## src/rtl/seq_video_pkg.sv

```systemverilog
// Shared pixel-colour types and palette for the step-sequencer grid display.
package seq_video_pkg;

    typedef struct packed {
        logic [7:0] r;
        logic [7:0] g;
        logic [7:0] b;
    } rgb_t;

    localparam rgb_t COL_BLACK    = '{r: 8'h00, g: 8'h00, b: 8'h00};
    localparam rgb_t COL_BORDER   = '{r: 8'h00, g: 8'h00, b: 8'h00};
    localparam rgb_t COL_ON       = '{r: 8'hFF, g: 8'h55, b: 8'h00};
    localparam rgb_t COL_OFF      = '{r: 8'h20, g: 8'h20, b: 8'h20};
    localparam rgb_t COL_PLAY_ON  = '{r: 8'hFF, g: 8'hFF, b: 8'h00};
    localparam rgb_t COL_PLAY_OFF = '{r: 8'h40, g: 8'h40, b: 8'h80};
    localparam rgb_t COL_FLASH    = '{r: 8'h00, g: 8'hFF, b: 8'h00};
    localparam rgb_t COL_CURSOR   = '{r: 8'hFF, g: 8'h00, b: 8'hFF};

    localparam logic [7:0] BG_BLUE_BASE = 8'h7F;

    // Background fades from blue on the left to black on the right, one step per 8 pixels.
    function automatic rgb_t bg_colour(input logic [6:0] coarse_x);
        rgb_t c;
        c.r = 8'h00;
        c.g = 8'h00;
        c.b = BG_BLUE_BASE - {1'b0, coarse_x};
        return c;
    endfunction

endpackage

```

## src/rtl/seq_flash_timer.sv

```systemverilog
// Per-track hit flash: reloads on a hit, then counts down once per frame until idle.
module seq_flash_timer #(
    parameter int FLASH_FRAMES = 8
) (
    input  logic Clk,
    input  logic Reset_n,
    input  logic hit,
    input  logic frame_start,
    output logic active
);

    localparam int CNT_W = $clog2(FLASH_FRAMES + 1);

    logic [CNT_W-1:0] cnt_r;
    logic [CNT_W-1:0] cnt_next_s;

    // Next count: a hit always reloads, even when it coincides with a frame tick.
    always_comb begin
        cnt_next_s = cnt_r;
        if (hit) begin
            cnt_next_s = CNT_W'(FLASH_FRAMES);
        end else if (frame_start && (cnt_r != {CNT_W{1'b0}})) begin
            cnt_next_s = cnt_r - CNT_W'(1);
        end else begin
            cnt_next_s = cnt_r;
        end
    end

    // Counter and its registered non-zero flag.
    always_ff @(posedge Clk or negedge Reset_n) begin
        if (!Reset_n) begin
            cnt_r  <= {CNT_W{1'b0}};
            active <= 1'b0;
        end else begin
            cnt_r  <= cnt_next_s;
            active <= (cnt_next_s != {CNT_W{1'b0}});
        end
    end

endmodule

```

## src/rtl/seq_grid_mapper.sv

```systemverilog
// Step-sequencer grid pixel colour generator: two-stage pipeline from DrawX/DrawY to RGB.
module seq_grid_mapper
    import seq_video_pkg::*;
#(
    parameter int NUM_TRACKS   = 4,
    parameter int NUM_STEPS    = 16,
    parameter int CELL_LOG2    = 5,
    parameter int GRID_X0      = 64,
    parameter int GRID_Y0      = 160,
    parameter int FLASH_FRAMES = 8
) (
    input  logic                             Clk,
    input  logic                             Reset_n,
    input  logic [9:0]                       DrawX,
    input  logic [9:0]                       DrawY,
    input  logic                             pix_valid,
    input  logic                             frame_start,
    input  logic [NUM_TRACKS*NUM_STEPS-1:0]  pattern,
    input  logic [$clog2(NUM_STEPS)-1:0]     play_step,
    input  logic [$clog2(NUM_TRACKS)-1:0]    cursor_track,
    input  logic [$clog2(NUM_STEPS)-1:0]     cursor_step,
    input  logic [NUM_TRACKS-1:0]            hit,
    output logic [7:0]                       Red,
    output logic [7:0]                       Green,
    output logic [7:0]                       Blue,
    output logic                             rgb_valid
);

    localparam int STEP_W  = $clog2(NUM_STEPS);
    localparam int TRACK_W = $clog2(NUM_TRACKS);
    localparam int BIT_W   = $clog2(NUM_TRACKS * NUM_STEPS);

    logic [10:0]        rx_s;
    logic [10:0]        ry_s;
    logic [10:0]        col_s;
    logic [10:0]        row_s;
    logic               in_grid_s;
    logic               border_s;
    logic               edge_band_s;

    logic               valid1_r;
    logic               in_grid_r;
    logic               border_r;
    logic               edge_band_r;
    logic [STEP_W-1:0]  step_r;
    logic [TRACK_W-1:0] track_r;
    logic [6:0]         coarse_x_r;

    logic [NUM_TRACKS-1:0] flash_s;
    logic [BIT_W-1:0]      bit_idx_s;
    logic                  step_on_s;
    logic                  play_hit_s;
    logic                  cursor_hit_s;
    rgb_t                  colour_s;

    genvar t;
    generate
        for (t = 0; t < NUM_TRACKS; t++) begin : g_flash
            seq_flash_timer #(.FLASH_FRAMES(FLASH_FRAMES)) u_flash (
                .Clk         (Clk),
                .Reset_n     (Reset_n),
                .hit         (hit[t]),
                .frame_start (frame_start),
                .active      (flash_s[t])
            );
        end
    endgenerate

    // Grid-relative coordinates; pixels left of / above the grid wrap high and are rejected explicitly.
    always_comb begin
        rx_s        = {1'b0, DrawX} - 11'(GRID_X0);
        ry_s        = {1'b0, DrawY} - 11'(GRID_Y0);
        col_s       = rx_s >> CELL_LOG2;
        row_s       = ry_s >> CELL_LOG2;
        in_grid_s   = ({1'b0, DrawX} >= 11'(GRID_X0)) && ({1'b0, DrawY} >= 11'(GRID_Y0)) &&
                      (col_s < 11'(NUM_STEPS)) && (row_s < 11'(NUM_TRACKS));
        border_s    = (rx_s[CELL_LOG2-1:0] == {CELL_LOG2{1'b0}}) ||
                      (ry_s[CELL_LOG2-1:0] == {CELL_LOG2{1'b0}});
        edge_band_s = (rx_s[CELL_LOG2-1:0] == CELL_LOG2'(1)) ||
                      (rx_s[CELL_LOG2-1:0] == {CELL_LOG2{1'b1}}) ||
                      (ry_s[CELL_LOG2-1:0] == CELL_LOG2'(1)) ||
                      (ry_s[CELL_LOG2-1:0] == {CELL_LOG2{1'b1}});
    end

    // Stage 1: geometry classification of the current pixel.
    always_ff @(posedge Clk or negedge Reset_n) begin
        if (!Reset_n) begin
            valid1_r    <= 1'b0;
            in_grid_r   <= 1'b0;
            border_r    <= 1'b0;
            edge_band_r <= 1'b0;
            step_r      <= {STEP_W{1'b0}};
            track_r     <= {TRACK_W{1'b0}};
            coarse_x_r  <= 7'd0;
        end else begin
            valid1_r    <= pix_valid;
            in_grid_r   <= in_grid_s;
            border_r    <= border_s;
            edge_band_r <= edge_band_s;
            step_r      <= col_s[STEP_W-1:0];
            track_r     <= row_s[TRACK_W-1:0];
            coarse_x_r  <= DrawX[9:3];
        end
    end

    // Cell state lookups use the live pattern, playhead and cursor; out-of-range positions never match.
    always_comb begin
        bit_idx_s    = BIT_W'(track_r) * BIT_W'(NUM_STEPS) + BIT_W'(step_r);
        step_on_s    = pattern[bit_idx_s];
        play_hit_s   = (32'(play_step) < NUM_STEPS) && (step_r == play_step);
        cursor_hit_s = edge_band_r &&
                       (32'(cursor_step) < NUM_STEPS) && (32'(cursor_track) < NUM_TRACKS) &&
                       (step_r == cursor_step) && (track_r == cursor_track);
    end

    // Colour priority, highest first.
    always_comb begin
        colour_s = COL_BLACK;
        if (!valid1_r) begin
            colour_s = COL_BLACK;
        end else if (!in_grid_r) begin
            colour_s = bg_colour(coarse_x_r);
        end else if (border_r) begin
            colour_s = COL_BORDER;
        end else if (cursor_hit_s) begin
            colour_s = COL_CURSOR;
        end else if (flash_s[track_r] && step_on_s) begin
            colour_s = COL_FLASH;
        end else if (play_hit_s && step_on_s) begin
            colour_s = COL_PLAY_ON;
        end else if (step_on_s) begin
            colour_s = COL_ON;
        end else if (play_hit_s) begin
            colour_s = COL_PLAY_OFF;
        end else begin
            colour_s = COL_OFF;
        end
    end

    // Stage 2: registered colour output.
    always_ff @(posedge Clk or negedge Reset_n) begin
        if (!Reset_n) begin
            Red       <= 8'h00;
            Green     <= 8'h00;
            Blue      <= 8'h00;
            rgb_valid <= 1'b0;
        end else begin
            Red       <= colour_s.r;
            Green     <= colour_s.g;
            Blue      <= colour_s.b;
            rgb_valid <= valid1_r;
        end
    end

endmodule

```

## config.mk

```make
export PLATFORM = sky130hd
export DESIGN_NAME = seq_grid_mapper
export DESIGN_NICKNAME = d
export VERILOG_FILES = /design/src/rtl/seq_video_pkg.sv /design/src/rtl/seq_flash_timer.sv /design/src/rtl/seq_grid_mapper.sv
export SDC_FILE = /design/constraint.sdc
export NUM_CORES = 1
export LEC_CHECK = 0
export ABC_AREA = 1
export BUFFER_PORTS_ARGS = -buffer_cell sky130_fd_sc_hd__buf_2
export CORE_ASPECT_RATIO = 1.25
export CORE_MARGIN = 5
export CORE_UTILIZATION = 50
export DETAILED_ROUTE_END_ITERATION = 10
export PLACE_DENSITY_LB_ADDON = 0.08
export SYNTH_ARGS = -nofsm -noshare
export SYNTH_HDL_FRONTEND = slang
export SYNTH_HIERARCHICAL = 1
export SYNTH_SLANG_ARGS = --single-unit
```

## constraint.sdc

```tcl
create_clock -name Clk -period 2.1 [get_ports Clk]
set_input_delay 0.21 -clock Clk [delete_from_list [all_inputs] [get_ports Clk]]
set_output_delay 0.21 -clock Clk [all_outputs]
set_load 0.005 [all_outputs]
```

# After elaboration in Yosys (flattened, before gate mapping)
# Index checks and enable logic that the tools add are counted.
[classes]
n_bitwise = 0
n_mul = 0
magnitude_cmp = 6
n_shift = 0
eq_ne = 7
n_reduce_logical = 25
addsub = 8
n_div = 0
n_mux = 20
[ops]
columns = ["operator", "count"]
rows = [
  ["2-to-1 mux 24 bit", 7],
  ["2-to-1 mux 4 bit", 8],
  ["nonzero test 4 bit", 8],
  ["2-to-1 mux 23 bit", 1],
  ["subtractor 4 x 1 -> 4 bit, second input constant", 4],
  ["logical AND 1 bit", 11],
  ["subtractor 10 x 7 -> 11 bit, second input constant", 1],
  ["subtractor 10 x 8 -> 11 bit, second input constant", 1],
  ["== test 5 x 1 -> 1 bit, second input constant", 2],
  ["== test 5 bit, second input constant", 2],
  [">= comparator 10 x 7 -> 1 bit, second input constant", 1],
  [">= comparator 10 x 8 -> 1 bit, second input constant", 1],
  ["logical NOT 5 bit", 2],
  ["== test 4 bit", 2],
  ["subtractor 7 x 7 -> 8 bit, first input constant", 1],
  ["< comparator 6 x 7 -> 1 bit, second input constant", 1],
  ["adder 6 x 4 -> 6 bit", 1],
  ["binary-select mux 1 bit (select 6 bit)", 1],
  ["< comparator 6 x 3 -> 1 bit, second input constant", 1],
  ["< comparator 6 x 5 -> 1 bit, second input constant", 1],
  ["logical OR 1 bit", 4],
  ["< comparator 2 x 3 -> 1 bit, second input constant", 1],
  ["binary-select mux 1 bit (select 2 bit)", 1],
  ["== test 2 bit", 1],
  ["2-to-1 mux 1 bit", 2],
]
[totals]
ramBits = 0
register_bits = 62
word_cells = 85
n_memories = 0
in_bits = 102
latch_bits = 0
romBits = 0
output_inout_bits = 25

# Depth between registers and ports, before layout
# Gate-level depths: netlist of the first run.
[logic_depth]
ltp_word = 10
depth_mapped = 16
ltp_nobuf = 15

# By module
# Netlist of the first run, hierarchy kept.
[by_module_without_submodules]
columns = ["mod", "area_per_inst_um2", "seq_area_each_um2", "cells_per_inst", "instances"]
rows = [
  ["seq_grid_mapper", 2220.9, 800.8, 310, 1],
  ["seq_flash_timer", 292.8, 125.1, 38, 4],
]

# Least setup slack after synthesis of the first run
# Ideal clock, no wire load.
[synth_path]
path_type = "register to register"
startpoint = "reg step_r[1]"
endpoint = "reg Blue[5]"
path_stages_with_launch = 16
synth_period_minus_slack_ps = 1760
setup_ps = 114
path_buffers = 2
arrival_ps = 1646
slack_ps = 340
required_time_ps = 1986
cell_sequence = "dfrtp_1 > buf_4 > buf_4 > nand3_1 > nand3_1 > nand2_1 > nand2_1 > nand3_2 > nand3_4 > nand2_4 > inv_1 > ha_1 > nand2_1 > nand3_1 > nand3_1 > inv_1"
[synth_rtl]
columns = ["element", "line", "text"]
rows = [
  ["start: declaration", "seq_grid_mapper.sv:45", "logic [STEP_W-1:0] step_r;"],
  ["start signal: assignment", "seq_grid_mapper.sv:92", "step_r <= {STEP_W{1'b0}};"],
  ["start signal: assignment", "seq_grid_mapper.sv:100", "step_r <= col_s[STEP_W-1:0];"],
  ["end signal: assignment", "seq_grid_mapper.sv:150", "Blue <= colour_s.b;"],
  ["end: declaration", "seq_grid_mapper.sv:25", "output logic [7:0] Blue,"],
]

==> impl_metrics.sql, run 1 <==
INSERT INTO impl_metrics (metric_group, metric, value, unit) VALUES
('run_status', 'run_status', 'finished clean', ''),
('floorplanning', 'die_y', '102.1', 'um'),
('clock_tree', 'worst_skew_pair.late_latency', '0.30', 'ns'),
('grt', 'grtUsageTotal', '19.16', '%'),
('drt', 'vias_per_cell', '4.893', ''),
('drt', 'route.layer.met1.wl', '3.162', 'mm'),
('worst_setup_path', 'worst_path_largest_cell_delay', '0.43', 'ns'),
('worst_setup_path', 'worstPathBufferInverterCount', '4', ''),
('finish', 'nets', '697', ''),
('clock_tree', 'cts.repair_timing.setup_buffer_count', '0', ''),
('sta', 'skew', '0.01004', 'ns'),
('floorplanning', 'horizontal_extent_of_the_die', '83.67', 'um'),
('synth', 'synth_fp_nets', '573', ''),
('sta', 'achievable-frequency', '0.5325', 'GHz'),
('clock_tree', 'cts_buffers', '5', ''),
('worst_setup_path', 'rr_worst_depth', '16', ''),
('sta', 'timing.final.max_slew_violations', '0', ''),
('floorplanning', 'floorplan.die_area', '0.008541', 'mm^2'),
('clock_tree', 'path_clk_slew', '0.10', 'ns'),
('hold_path', 'worst_hold_path_type', 'input pin to flip-flop', ''),
('clock_tree', 'clock_tree.buffer_depth', '2', ''),
('floorplanning', 'io_pins', '127', ''),
('grt', 'grt_start_max_net_pins', '38', ''),
('finish', 'layout_commonest_cell', 'nand2_1', ''),
('power', 'power_frac_clock', '27.3', '%'),
('hold_path', 'holdPathEnd', 'coarse_x_r[3]$_DFF_PN0_', ''),
('sta', 'fin_setup_tns', '0', 'ns'),
('sta', 'slew_headroom', '64.24', '%'),
('power', 'share_seq_of_total_power', '44.7', '%'),
('synth', 'post_synth_inst_count', '462', ''),
('worst_setup_path', 'path_cells', 'inv_2 > buf_12 > nand2_1 > nand3_1 > nand3_1 > nand2_1 > nand2_1 > nand3_2 > nand3_4 > nand2_4 > inv_1 > ha_1 > nand2_1 > nand3_1 > nand3_1 > inv_1', ''),
('power', 'switching_power_total', '0.0007974', 'W'),
('sta', 'final.period_utilization', '89.43', '%'),
('worst_setup_path', 'critical_path_required', '2.31', 'ns'),
('drt', 'drc_errors_left', '0', ''),
('clock_tree', 'cts_num_sinks', '52', ''),
('placement', 'final_estimated_routing_congestion_in_global_placement', '0.8792', ''),
('finish', 'layout.core_utilization', '63.69', '%'),
('worst_setup_path', 'timing.critical_path.arrival', '2.08', 'ns'),
('drt', 'antenna_left', '0', ''),
('finish', 'layout.cells.most_common_list', 'nand2_1 (136), buf_2 (126), nand3_1 (83)', ''),
('clock_tree', 'number_of_cells_upsized_or_downsized_after_cts', '0', ''),
('power', 'max_vdd_drop', '0.5685', 'mV'),
('finish', 'diodes', '0', ''),
('grt', 'globalRouteOverflowTotal', '0', ''),
('power', 'internal_power', '0.001739', 'W'),
('drt', 'dr.pass1.iters', '4', ''),
('sta', 'grt_setup_unrepaired', 'no', ''),
('floorplanning', 'rows', '33', ''),
('synth', 'ys_types', '35', ''),
('drt', 'detailroute.via_count', '3298', ''),
('sta', 'finalWorstPathRequiredPeriod', '1.878', 'ns'),
('worst_setup_path', 'crit_path_max_fanout', '33', ''),
('synth', 'synth-seq-area-share', '38.36', '%'),
('drt', 'met2WireLength', '4.294', 'mm'),
('drt', 'top_layer_used', 'met4', ''),
('worst_setup_path', 'critical_path.slowest_cell', 'dfrtp_1', ''),
('clock_tree', 'cts_root_buf', 'clkbuf_8', ''),
('worst_setup_path', 'regToRegEndpoint', 'Blue[5]$_DFF_PN0_', ''),
('worst_setup_path', 'worstReg2RegStart', 'coarse_x_r[2]$_DFF_PN0_', ''),
('drt', 'detailedRoute.firstIterationViolations', '108', ''),
('finish', 'area_growth_syn_to_fin', '24.05', '%'),
('synth', 'synthesis.area_per_instance', '7.342', 'um^2'),
('power', 'sw_ratio', '31.44', '%'),
('clock_tree', 'cts_hold_buf', '3', ''),
('hold_path', 'timing.hold.worst.start', 'DrawX[6]', ''),
('hold_path', 'worst_hold_path.num_cells', '1', ''),
('power', 'leakage_power_figure', '2.446', 'nW'),
('placement', 'io_buffers', '126', ''),
('drt', 'detailroute.wirelength.met3', '509', 'um'),
('floorplanning', 'start_util', '51.34', '%');
==> sequential cells by signal (all words and copies together), names as in the netlist, 2 cells and up <==
signal,flops
g_flash.u_flash/cnt_r,16
Red,3
coarse_x_r,7
g_flash.u_flash/active,4
Blue,8
Green,4
track_r,2
step_r,3
==> kinds of logic after synthesis <==
family / synth area share [%]
AND/OR/NAND/NOR: 40.76
XOR/XNOR: 1.549
buffers and inverters: 11.88
flip-flops: 38.36
adder cells (fa/ha/maj): 3.320
AO/OA/AOI/OAI: 4.131
==> cells in the mapped netlist, drive strengths merged <==
library cell,count,area share (%)
or2,5,0.92
nand4,2,0.37
a32o,1,0.30
clkbuf,1,0.11
o211ai,1,0.22
and2,1,0.18
o32ai,1,0.26
or3,1,0.18
buf,20,4.6
o21ai,2,0.30
or4,1,0.22
xor2,6,1.5
nand2,151,19
a32oi,1,0.26
nand3,93,16
nor2,30,3.9
a21oi,11,1.6
inv,59,6.5
nor3b,1,0.22
a31oi,4,0.74
nor4,3,0.55
dfrtp,52,38
clkinv,4,0.59
a2111oi,1,0.26
ha,9,3.3
o22ai,1,0.18
==> through the flow <==
stage | setup slack [ns] | cells | hold WS, ns | instance area [um^2] | total power (W)
2_1_floorplan | 0.3397 | 462 | -0.08559 | 3392 | 0.001617
3_3_place_gp | 0.2452 | 663 | 0.2155 | 4063 | 0.001843
3_5_place_dp | 0.2278 | 663 | 0.2208 | 4063 | 0.001866
4_1_cts | 0.2021 | 674 | 0.02471 | 4208 | 0.002570
5_1_grt | 0.04042 | 674 | 0.02151 | 4208 | 0.002711
6_report | 0.2221 | 674 | 0.03743 | 4208 | 0.002537
==> layout make-up <==
cell class,count,area (um^2)
flip-flops and latches,52,1301
repair buffers,138,753.2
inverters,63,241.5
clock buffers,5,68.82
clock inverters,3,46.29
fillers,622,2399
multi-input cells,326,1688
well taps,87,108.9
==> worst max path at each step <==
| stage | startpoint | endpoint | slack (ns) | depth (start not counted) |
|---|---|---|---|---|
| floorplan | step_r[1]$_DFF_PN0_ | Blue[5]$_DFF_PN0_ | 0.34 | 15 |
| global placement | step_r[1]$_DFF_PN0_ | Green[4]$_DFF_PN0_ | 0.25 | 11 |
| detailed placement | coarse_x_r[2]$_DFF_PN0_ | Blue[5]$_DFF_PN0_ | 0.23 | 16 |
| CTS | coarse_x_r[2]$_DFF_PN0_ | Blue[5]$_DFF_PN0_ | 0.20 | 16 |
| global route | coarse_x_r[2]$_DFF_PN0_ | Blue[5]$_DFF_PN0_ | 0.04 | 16 |
| finish | coarse_x_r[2]$_DFF_PN0_ | Blue[5]$_DFF_PN0_ | 0.22 | 16 |
==> power by group through the flow <==
stage,Clock [W],Combinational [W],Sequential [W]
finish,0.000692,0.000711,0.00113
global route,0.000749,0.000815,0.00115
CTS,0.000715,0.000720,0.00114
detailed placement,0,0.000711,0.00115
global placement,0,0.000691,0.00115
floorplan,0,0.000478,0.00114
==> per-layer routing <==
| layer | GRT usage (%) | vias up |
|---|---|---|
| li1 | - | 1709 |
| met5 | 0 | - |
| met3 | 4.597 | 12 |
| met4 | 7.302 | 0 |
| met2 | 36.31 | 91 |
| met1 | 20.68 | 1486 |
Note: power is estimated with default switching activity, not from simulation.
==> run 2: changes to the inputs <==
Settings changed: CORE_MARGIN 5 to 4.
==> run 2 against run 1 <==
The flow now finishes with violations (hold timing). Sequential cell count unchanged. Wire length increased by 1.1%. Via count is 0.45% higher. Sequential power barely moved. Setup slack got worse by 0.074 ns. Critical endpoint unchanged. Largest cell class unchanged. Highest routed layer unchanged.
==> impl_metrics.sql, run 2 (synthesis gave the netlist of run 1 again) <==
INSERT INTO impl_metrics (metric_group, metric, value, unit) VALUES
('grt', 'grt_util_met3', '3.770', '%'),
('sta', 'slew_headroom', '59.06', '%'),
('worst_setup_path', 'worst_setup_sp_type', 'flip-flop', ''),
('grt', 'grt_start_max_net_pins', '53', ''),
('sta', 'timing.final.max_slew_violations', '0', ''),
('grt', 'first_global_vias', '3021', ''),
('finish', 'diodes', '0', ''),
('sta', 'final.period_utilization', '92.95', '%'),
('worst_setup_path', 'critical_path.slowest_cell', 'dfrtp_2', ''),
('hold_path', 'worst_hold_path_type', 'input pin to async pin', ''),
('power', 'switching_power_total', '0.0007996', 'W'),
('run_status', 'run_status', 'finished, violations left', ''),
('clock_tree', 'path_clk_slew', '0.10', 'ns'),
('finish', 'drive_gt1_share', '32.76', '%'),
('finish', 'largest-register', 'g_flash.u_flash/cnt_r', ''),
('placement', 'io_buffers', '126', ''),
('power', 'max_vdd_drop', '0.3961', 'mV'),
('power', 'power_frac_clock', '23.6', '%'),
('clock_tree', 'cts_tree', 'built', ''),
('drt', 'routed_wl_per_cell', '12.18', 'um'),
('worst_setup_path', 'worstPathBufferInverterCount', '4', ''),
('floorplanning', 'coreArea', '0.006565', 'mm^2'),
('clock_tree', 'cts_root_buf', 'clkbuf_8', ''),
('power', 'leakage_power_figure', '2.431', 'nW'),
('placement', 'post-dp-hpwl', '6.508', 'mm'),
('grt', 'grt_use_met2', '35.88', '%'),
('floorplanning', 'start_util', '51.67', '%'),
('grt', 'grt_antenna_before_repair', '0', ''),
('grt', 'grtUsageTotal', '20.23', '%'),
('finish', 'largest_regs', 'g_flash.u_flash/cnt_r x16, Blue x8, coarse_x_r x7', ''),
('power', 'design_power_total', '0.002418', 'W'),
('finish', 'multiInputGateArea', '0.001688', 'mm^2'),
('clock_tree', 'htreeDepth', '2', ''),
('grt', 'grt_first_pass_wirelength', '13.14', 'mm'),
('power', 'internal_power', '0.001619', 'W'),
('clock_tree', 'clock_tree.buffer_depth', '2', ''),
('worst_setup_path', 'critical_path_required', '2.31', 'ns'),
('finish', 'filler_cell_count', '600', ''),
('power', 'sw_ratio', '33.07', '%'),
('floorplanning', 'die_y', '100.1', 'um'),
('power', 'power.share.combinational', '29.4', '%'),
('finish', 'area_growth_syn_to_fin', '23.76', '%'),
('sta', 'fin_setup_tns', '0', 'ns'),
('drt', 'drc_errors_left', '0', ''),
('floorplanning', 'horizontal_extent_of_the_die', '81.67', 'um'),
('clock_tree', 'cts_buffers', '5', ''),
('job', 'maxCapViolCount', '0', ''),
('drt', 'antenna_left', '0', ''),
('clock_tree', 'cts_num_sinks', '52', ''),
('worst_setup_path', 'critical_path_class', 'flip-flop to flip-flop', ''),
('sta', 'achievable-frequency', '0.5123', 'GHz'),
('sta', 'whs', '-0.004489', 'ns'),
('drt', 'detailroute.via_count', '3313', ''),
('grt', 'met1_routing_resource_usage_after_global_routing', '24.97', '%'),
('drt', 'detailedRoute.firstIterationViolations', '147', ''),
('floorplanning', 'rows', '33', ''),
('power', 'p_per_area', '576.0', 'mW/mm^2'),
('drt', 'vias_per_cell', '4.923', ''),
('placement', 'final_estimated_routing_congestion_in_global_placement', '0.8390', ''),
('drt', 'dr.pass1.iters', '4', ''),
('worst_setup_path', 'critical_path.top_delay_family', 'simple AND/OR/NAND/NOR gates', ''),
('finish', 'nets', '696', ''),
('finish', 'largest_register_ffs', '16', ''),
('worst_setup_path', 'crit_path_max_fanout', '9', ''),
('worst_setup_path', 'timing.critical_path.arrival', '2.16', 'ns'),
('grt', 'busiest_layer', 'met2', ''),
('finish', 'seqCellArea', '0.001303', 'mm^2'),
('grt', 'globalRouteOverflowTotal', '0', ''),
('sta', 'grt_setup_unrepaired', 'no', ''),
('worst_setup_path', 'worst_path_largest_cell_delay', '0.46', 'ns'),
('sta', 'finalWorstPathRequiredPeriod', '1.952', 'ns'),
('finish', 'layout.cells.most_common_list', 'nand2_1 (136), buf_2 (126), nand3_1 (83)', ''),
('worst_setup_path', 'path_cells', 'clkinv_4 > clkbuf_16 > nand2_1 > nand3_1 > nand3_1 > nand2_1 > nand2_1 > nand3_2 > nand3_4 > nand2_4 > inv_1 > ha_1 > nand2_1 > nand3_1 > nand3_1 > inv_1', ''),
('sta', 'timing.final.setup_violations', '0', ''),
('run_status', 'violated_checks', 'hold timing', ''),
('drt', 'wirelength', '8.196', 'mm'),
('sta', 'finalHoldViolCount', '9', ''),
('power', 'share_seq_of_total_power', '47.0', '%'),
('sta', 'skew', '0.007502', 'ns'),
('worst_setup_path', 'worst_setup_path_end_kind', 'flip-flop', ''),
('sta', 'timing_worst_slew_pin_value', '0.6141', 'ns'),
('finish', 'layout_commonest_cell', 'nand2_1', ''),
('floorplanning', 'floorplan.die_area', '0.008174', 'mm^2'),
('clock_tree', 'worst_skew_pair.late_latency', '0.30', 'ns'),
('floorplanning', 'io_pins', '127', '');
[run 2: layer usage]
metal  vias to the layer above  wire (um)  part of all wire, %
met3                        15        575                  7.0
met2                       121       4125                   50
met1                      1469       3398                   41
met4                         0         96                  1.2
met5                         -          0                    0
li1                       1708          -                    -
[run 2: cell type report]
cell class | instances | share of cell area, %
Sequential cell | 52 | 31.03
Clock inverter | 3 | 0.6259
Inverter | 63 | 5.872
Clock buffer | 5 | 1.639
Multi-Input combinational cell | 326 | 40.21
Timing Repair Buffer | 137 | 18.03
Tap cell | 87 | 2.593
[run 2: worst register-to-register path, stage by stage, from the launching register on]
cell	delay, ns
dfrtp_2	0.46
clkinv_4	0.11
clkbuf_16	0.15
nand2_1	0.05
nand3_1	0.06
nand3_1	0.08
nand2_1	0.10
nand2_1	0.07
nand3_2	0.09
nand3_4	0.10
nand2_4	0.09
inv_1	0.06
ha_1	0.19
nand2_1	0.07
nand3_1	0.07
nand3_1	0.07
inv_1	0.04
[run 2: timing repair]
item,4_1_cts,5_1_grt
hold endpoints to repair,1,0
endpoints found under the setup margin,0,2
gates resized for setup,0,6
buffers inserted,0,1
hold buffers,1,0
[run 2: path summary, 6_finish.rpt]
| check | start | endpoint | slack (ns) | depth (start not counted) |
|---|---|---|---|---|
| setup / recovery | coarse_x_r[2]$_DFF_PN0_ | Blue[5]$_DFF_PN0_ | 0.15 | 16 |
| hold / removal | Reset_n | Green[3]$_DFF_PN0_ | -0.004 | 2 |
| min in group Clk | DrawX[5] | coarse_x_r[2]$_DFF_PN0_ | 0.02 | 1 |
| max in group asynchronous | Reset_n | coarse_x_r[2]$_DFF_PN0_ | 1.65 | 2 |
| hold reg to reg | coarse_x_r[0]$_DFF_PN0_ | Blue[0]$_DFF_PN0_ | 0.42 | 1 |
| setup reg to reg | coarse_x_r[2]$_DFF_PN0_ | Blue[5]$_DFF_PN0_ | 0.15 | 16 |
[run 2: power by group through the flow]
| stage | clock [W] | sequential, W | combinational [W] |
|---|---|---|---|
| after floorplan | 0 | 0.00114 | 0.000478 |
| after global routing | 0.000638 | 0.00115 | 0.000816 |
| final | 0.000570 | 0.00114 | 0.000712 |
| after CTS | 0.000588 | 0.00114 | 0.000707 |
| after global placement | 0 | 0.00115 | 0.000683 |
| after detailed placement | 0 | 0.00116 | 0.000701 |
[run 2: stage by stage]
stage | setup slack [ns] | cells | cell area [um^2] | utilization [%] | hold slack, ns
after floorplan | 0.3397 | 462 | 3392 | - | -0.08559
after global placement | 0.1732 | 662 | 4043 | 61.58 | 0.3194
after detailed placement | 0.1533 | 662 | 4043 | 61.58 | 0.3226
after CTS | 0.1325 | 671 | 4148 | 63.18 | 0.006664
after global routing | 0.01113 | 673 | 4198 | 63.94 | 0.005935
final | 0.1480 | 673 | 4198 | 63.94 | -0.004489
==> run 3: changes to the inputs <==
Settings changed: CORE_UTILIZATION 50 to 49, SYNTH_HIERARCHICAL 1 to unset.
==> run 3 against run 2 <==
Largest cell class unchanged. The run now ends clean. Power shrank 4.7%. Setup slack improved by 0.051 ns. Worst hold slack gained 0.041 ns. Critical endpoint unchanged. Utilization fell by 1.2 points. Design area is 6.6% lower. Clock power decreased by 3%. Fmax grew 2.7%. Critical path depth is 1 lower. Clock skew grew 0.0078 ns. Sequential share of layout area increased by 2.2 points. Wire length down 7.1%.
==> impl_metrics.sql, run 3 <==
INSERT INTO impl_metrics (metric_group, metric, value, unit) VALUES
('worst_setup_path', 'r2r_setup_slack', '0.20', 'ns'),
('drt', 'drc_errors_left', '0', ''),
('run_status', 'run_status', 'finished clean', ''),
('synth', 'synthTopCellsByCount', 'nand2_1 (117), nand3_1 (62), dfrtp_1 (52)', ''),
('finish', 'layout_commonest_cell', 'buf_2', ''),
('sta', 'achievable-frequency', '0.5259', 'GHz'),
('clock_tree', 'cts_buffers', '5', ''),
('synth', 'share_of_the_synthesized_area_in_the_top_cell_type', '41.01', '%'),
('finish', 'diodes', '0', ''),
('worst_setup_path', 'worstReg2RegStart', 'coarse_x_r[2]$_DFF_PN0_', ''),
('synth', 'post-synth-top-area-cell', 'dfrtp_1', ''),
('sta', 'timing_worst_slew_pin_value', '0.4975', 'ns'),
('worst_setup_path', 'worst_setup_sp_type', 'flip-flop', ''),
('clock_tree', 'clock_tree.buffer_depth', '2', ''),
('worst_setup_path', 'regToRegEndpoint', 'Blue[5]$_DFF_PN0_', ''),
('finish', 'largest_register_ffs', '16', ''),
('synth', 'fraction_of_the_mapped_netlist_area_in_simple_logic_gates', '33.48', '%'),
('worst_setup_path', 'critical_path.slowest_cell', 'dfrtp_2', ''),
('job', 'maxCapViolCount', '0', ''),
('synth', 'synth-async-reset-ratio', '100.0', '%'),
('grt', 'grt_antenna_before_repair', '0', ''),
('grt', 'grt_first_pass_wirelength', '12.57', 'mm'),
('floorplanning', 'start_util', '50.80', '%'),
('drt', 'antenna_left', '0', ''),
('synth', 'synth_top_family_by_area', 'simple AND/OR/NAND/NOR gates', ''),
('hold_path', 'worst_hold_path_type', 'input pin to flip-flop', ''),
('synth', 'post_synth_fa_ha_maj_area_fraction', '3.549', '%'),
('hold_path', 'holdPathEnd', 'coarse_x_r[4]$_DFF_PN0_', ''),
('clock_tree', 'cts_num_sinks', '52', ''),
('grt', 'grtUsageTotal', '19.64', '%'),
('drt', 'vias_per_cell', '4.940', ''),
('synth', 'synth-seq-area-share', '41.01', '%'),
('synth', 'compound_gate_fraction_of_synth_area', '8.123', '%'),
('drt', 'routed_wl_per_cell', '12.27', 'um'),
('synth', 'ys_warn_count', '0', ''),
('sta', 'skew', '0.01533', 'ns'),
('clock_tree', 'htreeDepth', '2', ''),
('worst_setup_path', 'worst_setup_path_end_kind', 'flip-flop', ''),
('worst_setup_path', 'timing.critical_path.arrival', '2.11', 'ns'),
('placement', 'final_estimated_routing_congestion_in_global_placement', '0.8327', ''),
('sta', 'finalHoldViolCount', '0', ''),
('synth', 'synth_enable_flop_cells', '0', ''),
('synth', 'post_synth_mux_area_share', '0', '%'),
('sta', 'fin_setup_tns', '0', 'ns'),
('synth', 'synthesis.area_per_instance', '7.683', 'um^2'),
('synth', 'synth_seq_cells', '52', ''),
('finish', 'post-route-cell-area', '0.003920', 'mm^2'),
('synth', 'ys_types', '37', ''),
('drt', 'detailroute.via_count', '3068', ''),
('synth', 'synth.cell_area', '0.003173', 'mm^2'),
('drt', 'wirelength', '7.617', 'mm'),
('grt', 'grt_start_max_net_pins', '35', ''),
('power', 'max_vdd_drop', '0.5143', 'mV'),
('finish', 'nets', '646', ''),
('sta', 'finalWorstPathRequiredPeriod', '1.901', 'ns'),
('worst_setup_path', 'rr_worst_depth', '15', ''),
('sta', 'grt_setup_unrepaired', 'no', ''),
('clock_tree', 'cts_root_buf', 'clkbuf_8', ''),
('worst_setup_path', 'crit_path_max_fanout', '24', ''),
('floorplanning', 'io_pins', '127', ''),
('synth', 'synthMostInstantiatedCell', 'nand2_1', ''),
('floorplanning', 'coreArea', '0.006246', 'mm^2'),
('finish', 'drive_gt1_share', '30.60', '%'),
('sta', 'timing.final.setup_violations', '0', ''),
('floorplanning', 'die_y', '97.97', 'um'),
('clock_tree', 'cts_tree', 'built', ''),
('finish', 'layout.core_utilization', '62.76', '%'),
('sta', 'whs', '0.03666', 'ns'),
('synth', 'post_synth_inst_count', '413', ''),
('finish', 'area_growth_syn_to_fin', '23.54', '%'),
('synth', 'synth_area_leaders', 'dfrtp_1 (41%), nand2_1 (14%), nand3_1 (9.8%)', ''),
('hold_path', 'worst_hold_path.num_cells', '1', ''),
('sta', 'slew_headroom', '66.58', '%'),
('placement', 'post-dp-hpwl', '6.034', 'mm'),
('floorplanning', 'rows', '32', ''),
('hold_path', 'timing.hold.worst.start', 'DrawX[7]', ''),
('drt', 'dr.pass1.iters', '4', ''),
('worst_setup_path', 'critical_path_class', 'flip-flop to flip-flop', ''),
('clock_tree', 'worst_skew_pair.late_latency', '0.30', 'ns'),
('worst_setup_path', 'timing.critical_path.mode_cell', 'nand2_1', ''),
('placement', 'io_buffers', '126', ''),
('finish', 'layout.cells.most_common_list', 'buf_2 (126), nand2_1 (117), nand3_1 (62)', ''),
('placement', 'dpl-instance-area', '0.003801', 'mm^2'),
('power', 'leakage_power_figure', '2.194', 'nW'),
('grt', 'first_global_vias', '2950', ''),
('synth', 'synth_xor_area_share', '2.208', '%'),
('worst_setup_path', 'worst_path_largest_cell_delay', '0.49', 'ns'),
('synth', 'synth_fp_nets', '524', ''),
('worst_setup_path', 'path_cells', 'buf_12 > nand2_1 > nand3_1 > nand3_1 > nand2_1 > nand2_1 > nand3_2 > nand3_4 > nand2_4 > inv_1 > ha_1 > nand2_1 > nand3_1 > nand2_1 > inv_1', ''),
('power', 'p_per_area', '587.8', 'mW/mm^2'),
('finish', 'largest_regs', 'g_flash.u_flash.cnt_r x16, Blue x8, coarse_x_r x7', ''),
('worst_setup_path', 'critical_path_required', '2.31', 'ns'),
('drt', 'detailedRoute.firstIterationViolations', '117', ''),
('synth', 'postSynth.topFlopCell', 'dfrtp_1', ''),
('finish', 'largest-register', 'g_flash.u_flash.cnt_r', ''),
('floorplanning', 'floorplan.die_area', '0.007835', 'mm^2'),
('clock_tree', 'path_clk_slew', '0.10', 'ns'),
('sta', 'final.period_utilization', '90.54', '%'),
('power', 'design_power_total', '0.002304', 'W'),
('grt', 'globalRouteOverflowTotal', '0', ''),
('sta', 'timing.final.max_slew_violations', '0', ''),
('floorplanning', 'horizontal_extent_of_the_die', '79.98', 'um');
-- run 3: cell types whose count changed in the layout (fill, tap and decap cells not counted), sizes merged, moves of 2 or more --
cell / previous run / this run
nand2: 151 / 122
nand3: 93 / 68
a21oi: 11 / 24
inv: 59 / 50
o21ai: 2 / 11
nor2: 30 / 22
nor3: 0 / 7
clkinv: 5 / 1
buf: 135 / 132
nor4: 3 / 0
a31oi: 4 / 2
clkinvlp: 2 / 0
o211ai: 1 / 3
xor2: 6 / 8
-- run 3: area by class of cell --
cell class	instances	area, um^2
fill	602	2326
multi-input combinational	293	1506
sequential	52	1304
timing repair buffer	134	720.7
inverter	48	190.2
tap	85	106.4
clock buffer	6	72.57
clock inverter	2	13.76
timing repair inverter	1	6.256
-- run 3: layer usage --
metal	track usage (%)	wire length, um
met1	23.40	3089
met2	34.82	3793
met3	3.413	565
met4	7.152	168
met5	0	0
-- run 3: repair_timing --
item,4_1_cts,5_1_grt
setup buffers,0,0
endpoints found under the hold margin,12,1
hold buffers,1,1
setup endpoints to repair,0,2
resized for setup,0,3
-- run 3: power by group --
part	leakage, nW	total, W	internal [W]	switching [W]
clock	0.0456	0.000555	0.000238	0.000317
sequential	0.635	0.00113	0.00108	0.0000510
combinational	1.51	0.000618	0.000264	0.000354
total	2.19	0.00230	0.00158	0.000723
-- run 3: worst max-delay path by stage --
stage / cells past startpoint / slack [ns] / start / to
after global routing: 15 / 0.008 / coarse_x_r[2]$_DFF_PN0_ / Blue[5]$_DFF_PN0_
after floorplan: 17 / 0.34 / coarse_x_r[2]$_DFF_PN0_ / Blue[5]$_DFF_PN0_
after global placement: 15 / 0.17 / coarse_x_r[2]$_DFF_PN0_ / Blue[5]$_DFF_PN0_
final: 15 / 0.20 / coarse_x_r[2]$_DFF_PN0_ / Blue[5]$_DFF_PN0_
after detailed placement: 12 / 0.13 / coarse_x_r[2]$_DFF_PN0_ / Green[5]$_DFF_PN0_
after CTS: 12 / 0.11 / coarse_x_r[2]$_DFF_PN0_ / Green[5]$_DFF_PN0_
-- run 3: cell families (layout without fill, tap and decap cells) --
logic type	after synthesis	after routing
XOR/XNOR	8	8
adder cells (fa/ha/maj)	9	9
AO/OA/AOI/OAI	46	46
buffers and inverters	68	191
flip-flops	52	52
AND/OR/NAND/NOR	230	230
-- run 3: per-stage QoR --
step / setup slack (ns) / std cells
final: 0.1987 / 621
after global routing: 0.008102 / 621
after CTS: 0.1142 / 619
after detailed placement: 0.1323 / 610
after global placement: 0.1705 / 610
after floorplan: 0.3443 / 413
-- run 3: critical path: cells and delay by family (launching register included) --
family / cells / cell delay (ns)
flip-flops: 1 / 0.49
buffers and inverters: 3 / 0.28
AND/OR/NAND/NOR: 11 / 0.87
adder cells (fa/ha/maj): 1 / 0.19
